<file path="src/rtl/aes_cbc_dec_chain_pkg.sv">
// Shared AES block type and core-latency helper for the CBC decrypt chain.
// Combinational definitions only; no state, no backpressure.
package aes_cbc_dec_chain_pkg;

  typedef logic [127:0] block_t;

  // Load-to-pt_valid latency of the pipelined decrypt core for a given round count.
  function automatic int aes_latency(input int nr);
    return nr + 2;
  endfunction

endpackage

</file>
<file path="src/rtl/aes_cbc_dec_chain_if.sv">
// Core-side strobes in, CBC plaintext and status out; the core has no backpressure.
// master drives ct/iv/core outputs, slave is the CBC post-processor.
interface aes_cbc_dec_chain_if #(parameter int DEPTH = 12);
  import aes_cbc_dec_chain_pkg::*;

  localparam int CW = $clog2(DEPTH + 1);

  logic          iv_load;
  block_t        iv;
  logic          ct_load;
  block_t        ct;
  logic          pt_valid;
  block_t        pt_raw;
  logic          out_valid;
  block_t        out_pt;
  logic [CW-1:0] inflight;
  logic          err;

  modport master (
    output iv_load, iv, ct_load, ct, pt_valid, pt_raw,
    input  out_valid, out_pt, inflight, err
  );

  modport slave (
    input  iv_load, iv, ct_load, ct, pt_valid, pt_raw,
    output out_valid, out_pt, inflight, err
  );

endinterface

</file>
<file path="src/rtl/aes_cbc_dec_chain_ct_fifo.sv">
// Ciphertext FIFO of arbitrary depth; head is combinational, push/pop take effect on the clock edge.
// No backpressure: an illegal push or pop is simply not performed, full accepts push only with a pop.
module aes_cbc_dec_chain_ct_fifo
  import aes_cbc_dec_chain_pkg::*;
#(
  parameter int DEPTH = 12
) (
  input  logic                       clk,
  input  logic                       rst,
  input  logic                       push,
  input  block_t                     din,
  input  logic                       pop,
  output block_t                     head,
  output logic                       full,
  output logic                       empty,
  output logic [$clog2(DEPTH+1)-1:0] count
);

  localparam int CW = $clog2(DEPTH + 1);
  localparam int PW = (DEPTH > 1) ? $clog2(DEPTH) : 1;

  block_t        mem [DEPTH];
  logic [PW-1:0] wr_ptr;
  logic [PW-1:0] rd_ptr;
  logic          do_push;
  logic          do_pop;

  // Non-power-of-two depth: wrap explicitly at DEPTH-1.
  function automatic logic [PW-1:0] bump(input logic [PW-1:0] p);
    return (p == PW'(DEPTH - 1)) ? '0 : p + PW'(1);
  endfunction

  assign empty   = (count == '0);
  assign full    = (count == CW'(DEPTH));
  assign do_pop  = pop & ~empty;
  assign do_push = push & (~full | do_pop);
  assign head    = mem[rd_ptr];

  always_ff @(posedge clk or posedge rst) begin
    if (rst) begin
      wr_ptr <= '0;
      rd_ptr <= '0;
      count  <= '0;
    end else begin
      if (do_push) wr_ptr <= bump(wr_ptr);
      if (do_pop)  rd_ptr <= bump(rd_ptr);
      case ({do_push, do_pop})
        2'b10:   count <= count + CW'(1);
        2'b01:   count <= count - CW'(1);
        default: count <= count;
      endcase
    end
  end

  always_ff @(posedge clk) begin
    if (do_push) mem[wr_ptr] <= din;
  end

endmodule

</file>
<file path="src/rtl/aes_cbc_dec_chain.sv">
// CBC chaining after the AES decrypt core: out_pt = pt_raw ^ previous ct (or IV), registered, 1-cycle latency.
// Core cannot be stalled, so overflow/underflow/late IV loads are dropped and latched in sticky err.
module aes_cbc_dec_chain
  import aes_cbc_dec_chain_pkg::*;
#(
  parameter int Nk = 4
) (
  input  logic                  clk,
  input  logic                  rst,
  aes_cbc_dec_chain_if.slave    bus
);

  localparam int NR    = Nk + 6;
  localparam int DEPTH = aes_latency(NR);
  localparam int CW    = $clog2(DEPTH + 1);

  block_t        head;
  block_t        chain;
  block_t        out_pt_q;
  logic          out_valid_q;
  logic          err_q;
  logic          full;
  logic          empty;
  logic [CW-1:0] count;

  logic pop_ok;
  logic underflow;
  logic overflow;
  logic iv_ok;
  logic iv_bad;

  aes_cbc_dec_chain_ct_fifo #(.DEPTH(DEPTH)) u_fifo (
    .clk   (clk),
    .rst   (rst),
    .push  (bus.ct_load),
    .din   (bus.ct),
    .pop   (bus.pt_valid),
    .head  (head),
    .full  (full),
    .empty (empty),
    .count (count)
  );

  assign pop_ok    = bus.pt_valid & ~empty;
  assign underflow = bus.pt_valid & empty;
  assign overflow  = bus.ct_load & full & ~pop_ok;
  // An IV may only replace the chain between messages, never under a live block.
  assign iv_ok     = bus.iv_load & (count == '0) & ~pop_ok;
  assign iv_bad    = bus.iv_load & ~iv_ok;

  always_ff @(posedge clk or posedge rst) begin
    if (rst) begin
      chain       <= '0;
      out_pt_q    <= '0;
      out_valid_q <= 1'b0;
      err_q       <= 1'b0;
    end else begin
      out_valid_q <= pop_ok;
      if (pop_ok) begin
        out_pt_q <= bus.pt_raw ^ chain;
        chain    <= head;
      end else if (iv_ok) begin
        chain <= bus.iv;
      end
      if (underflow | overflow | iv_bad) err_q <= 1'b1;
    end
  end

  assign bus.out_valid = out_valid_q;
  assign bus.out_pt    = out_pt_q;
  assign bus.inflight  = count;
  assign bus.err       = err_q;

endmodule

</file>
<file path="src/flat_wrapper.sv">
// flat-port wrapper written by rule: the top's interface ports become plain ports
module aes_cbc_dec_chain_flat import aes_cbc_dec_chain_pkg::*;
#(
  parameter int Nk = 4
)
  (clk, rst, bus_iv_load, bus_iv, bus_ct_load, bus_ct, bus_pt_valid, bus_pt_raw, bus_out_valid, bus_out_pt, bus_inflight, bus_err);
  aes_cbc_dec_chain_if #(.DEPTH(12)) bus_i ();
  input  logic clk;
  input  logic rst;
  input wire logic [$bits(bus_i.iv_load)-1:0] bus_iv_load;
  input wire logic [$bits(bus_i.iv)-1:0] bus_iv;
  input wire logic [$bits(bus_i.ct_load)-1:0] bus_ct_load;
  input wire logic [$bits(bus_i.ct)-1:0] bus_ct;
  input wire logic [$bits(bus_i.pt_valid)-1:0] bus_pt_valid;
  input wire logic [$bits(bus_i.pt_raw)-1:0] bus_pt_raw;
  output wire logic [$bits(bus_i.out_valid)-1:0] bus_out_valid;
  output wire logic [$bits(bus_i.out_pt)-1:0] bus_out_pt;
  output wire logic [$bits(bus_i.inflight)-1:0] bus_inflight;
  output wire logic [$bits(bus_i.err)-1:0] bus_err;
  assign bus_i.iv_load = bus_iv_load;
  assign bus_i.iv = bus_iv;
  assign bus_i.ct_load = bus_ct_load;
  assign bus_i.ct = bus_ct;
  assign bus_i.pt_valid = bus_pt_valid;
  assign bus_i.pt_raw = bus_pt_raw;
  assign bus_out_valid = bus_i.out_valid;
  assign bus_out_pt = bus_i.out_pt;
  assign bus_inflight = bus_i.inflight;
  assign bus_err = bus_i.err;
  aes_cbc_dec_chain #(.Nk(Nk)) u_core (.clk(clk), .rst(rst), .bus(bus_i));
endmodule
</file>
<file path="config.mk">
export PLATFORM = sky130hd
export DESIGN_NAME = aes_cbc_dec_chain_flat
export DESIGN_NICKNAME = d
export VERILOG_FILES = /design/src/rtl/aes_cbc_dec_chain_pkg.sv /design/src/rtl/aes_cbc_dec_chain_if.sv /design/src/rtl/aes_cbc_dec_chain_ct_fifo.sv /design/src/rtl/aes_cbc_dec_chain.sv /design/src/flat_wrapper.sv
export SDC_FILE = /design/constraint.sdc
export NUM_CORES = 2
export LEC_CHECK = 0
export BUFFER_PORTS_ARGS = -buffer_cell sky130_fd_sc_hd__buf_2
export CELL_PAD_IN_SITES_DETAIL_PLACEMENT = 0
export CELL_PAD_IN_SITES_GLOBAL_PLACEMENT = 2
export CORE_MARGIN = 4
export CORE_UTILIZATION = 40
export CTS_CLUSTER_DIAMETER = 200
export DETAILED_ROUTE_END_ITERATION = 7
export HOLD_SLACK_MARGIN = 0.05
export PLACE_DENSITY_LB_ADDON = 0.1
export SLEW_MARGIN = 20
export SYNTH_ARGS = -nofsm -noshare
export SYNTH_HDL_FRONTEND = slang
export SYNTH_SLANG_ARGS = --single-unit
</file>
<file path="constraint.sdc">
create_clock -name clk -period 24.2 [get_ports clk]
set_input_delay 2.42 -clock clk [delete_from_list [all_inputs] [get_ports clk]]
set_output_delay 2.42 -clock clk [all_outputs]
set_load 0.05 [all_outputs]
</file>
==> impl_metrics.tcl <==
set metrics [dict create \
    yosysTopAreaCellShare 0.648 \
    synth_fp_nets 4203 \
    layout.nets 4736 \
    initial_core_util 0.403 \
    grt_pass1_wl_mm 268 \
    synth_largest_area_cell "edfxtp_1" \
    ant_nets 0 \
    fin_worst_skew_ps 22.3 \
    synthCells 3808 \
    track_usage 0.196 \
    ys_types 39 \
    synthTopCellsByArea "edfxtp_1 (65%), mux4_2 (12%), dfrtp_1 (9.5%)" \
    yosys_warnings 0 \
    die_w_microns 430 \
    fin_ws_ps 18940 \
    place.gp.congestion 0.710 \
    htree_num_levels 4 \
    setup.worst_path.end_class "flip-flop" \
    antenna_found_initial 31 \
    setup_tns_ps 0 \
    rsz0062_at_grt "no" \
    clk_latency_ps 790 \
    hold_slack_ps 468 \
    worst_pin_slew_ps 1090 \
    synth_edf_count 1536 \
    start_kind "input pin" \
    rows 154 \
    wl_per_cell_microns 26.4 \
    fmax_ghz 0.190 \
    setup_viol 0 \
    chipHeight_microns 430 \
    min_path_type "flip-flop to flip-flop" \
    first_pass_iters 5 \
    synth.avg_cell_area_sq_um 18.7 \
    arrival_ps 5670 \
    die-area_sq_um 185000 \
    ys_ff_latch 1806 \
    cts_hold_buffers 0 \
    p_int_mw 6.72 \
    dp_hpwl_mm 102 \
    relSlewSlack 0.274 \
    drv_cap 0 \
    syn_to_final_growth_pct 15.5 \
    place_ws_ps 18060 \
    io_pins 523 \
    drc 0 \
    min_from "u_core.bus.out_pt[100]" \
    p_seq_frac 0.417 \
    crit_type "input pin to flip-flop" \
    core_area_sq_um 176000 \
    drive_above_1_share 0.295 \
    vias_per_cell 5.26 \
    grt_overflow_total 0 \
    pwr-share-comb 0.297 \
    routed_wl_mm 181 \
    postSynth.asyncResetShare 0.150 \
    seq_area_frac_synth 0.743 \
    cts_tree "done" \
    cts_resized 0 \
    synthFlopType "edfxtp_1" \
    grt_max_degree 185 \
    startpoint "bus_pt_valid" \
    clkSlewWorstSetupHoldPaths_ps 60 \
    yosysMostFrequentCell "edfxtp_1" \
    cts_buffer_depth 3 \
    status "completed" \
    grt_pass1_vias 38851 \
    clockPowerShare 0.286 \
    post-route-min-period_ps 5260 \
    p_sw_mw 3.30 \
    slew_viol_final 0 \
    cts_setup_buffers 0 \
    vias 36116 \
    hold_viol_final 0 \
    netlist_area_sq_um 71200 \
    root_buffer "clkbuf_16" \
    worst-path-max-fanout 48 \
    swShare 0.329 \
    cp.required_ps 24600 \
    fin_crit_sh 0.218 \
    power.density_nw_per_um2 122 \
    p_leak_nw 28.4 \
    regToRegStartpoint "u_core.u_fifo.rd_ptr[1]" \
    synth_commonest_cells "edfxtp_1 (1536), mux4_2 (384), nand2_1 (304)" \
    ir_drop_v 0.0000767 \
    cts_sinks 1806 \
    io_buffers 522 \
    drt_iter0_drc 2417 \
    numCtsBuffers 192 \
]
## final timing paths
| check | end | slack, ps | depth (start not counted) |
|---|---|---|---|
| hold reg to reg | u_core.bus.out_pt[100] | 470 | 2 |
| max in group asynchronous | u_core.bus.out_pt[4] | 20540 | 4 |
| hold / removal | u_core.bus.out_pt[100] | 470 | 2 |
| setup / recovery | u_core.u_fifo.mem[7][80] | 18940 | 6 |
| setup reg to reg | u_core.chain[26] | 19500 | 7 |
| min in group asynchronous | u_core.bus.out_pt[78] | 1700 | 2 |
## power groups by stage
| stage | registers (mW) | logic [mW] | clock network [mW] |
|---|---|---|---|
| floorplan | 4.50 | 1.91 | 0 |
| global placement | 4.24 | 3.05 | 0 |
| detailed placement | 4.26 | 3.06 | 0 |
| CTS | 4.19 | 3.06 | 2.95 |
| global route | 4.23 | 3.24 | 3.08 |
| finish | 4.18 | 2.97 | 2.86 |
## cell type report
class,instances,area (sq um)
tap,2340,2930
clock buffer,263,5350
sequential,1806,52900
multi-input combinational,1751,17100
clock inverter,97,787
antenna,17,42.5
timing repair buffer,583,3180
fill,15211,94200
inverter,7,41.3
## layout by cell type (no fill, tap or decap), types with 130 or more instances in the layout
master	n
buf_2	521
a21oi_1	261
clkbuf_16	199
nand2b_1	130
edfxtp_1	1536
o21ai_0	137
nand2_1	303
xnor2_1	131
mux4_2	384
dfrtp_1	266
## layer usage
layer | global-route usage | vias to the layer above | wire length [microns]
li1 | - | 16152 | -
met1 | 0.254 | 19060 | 76200
met5 | 0 | - | 34
met2 | 0.343 | 647 | 94600
met4 | 0.0575 | 4 | 4350
met3 | 0.0303 | 253 | 6080
## logic make-up (layout without fill, tap and decap cells)
logic type	Yosys count	after routing	synth area share
AND/OR/NAND/NOR	565	565	0.0388
AO/OA/AOI/OAI	662	662	0.0611
other	0	17	0
buffers and inverters	251	950	0.0184
multiplexers	386	386	0.122
adder cells (fa/ha/maj)	6	6	0.00105
flip-flops	1806	1806	0.743
XOR/XNOR	132	132	0.0162
## state kept, by name, summed over array words and instances, names as in the netlist
signal                cells
u_core.u_fifo.wr_ptr      4
u_core.u_fifo.mem      1536
u_core.u_fifo.count       4
u_core.bus.out_pt       128
u_core.bus.out_valid      1
u_core.bus.err            1
u_core.u_fifo.rd_ptr      4
u_core.chain            128
## critical path, cell delays in order
cell and delay [ps]:
buf_2 220, o21ai_0 190, nor3_1 370, and2_4 660
buf_4 830, buf_4 890
## through the flow
step	instances	utilization	cell area [sq um]	power, mW
floorplan	3808	-	71200	6.41
global placement	6486	0.431	76100	7.30
detailed placement	6486	0.431	76100	7.31
CTS	6846	0.466	82200	10.2
global route	6857	0.466	82300	10.5
finish	6864	0.466	82300	10.0
Note: power is estimated with default switching activity, not from simulation.
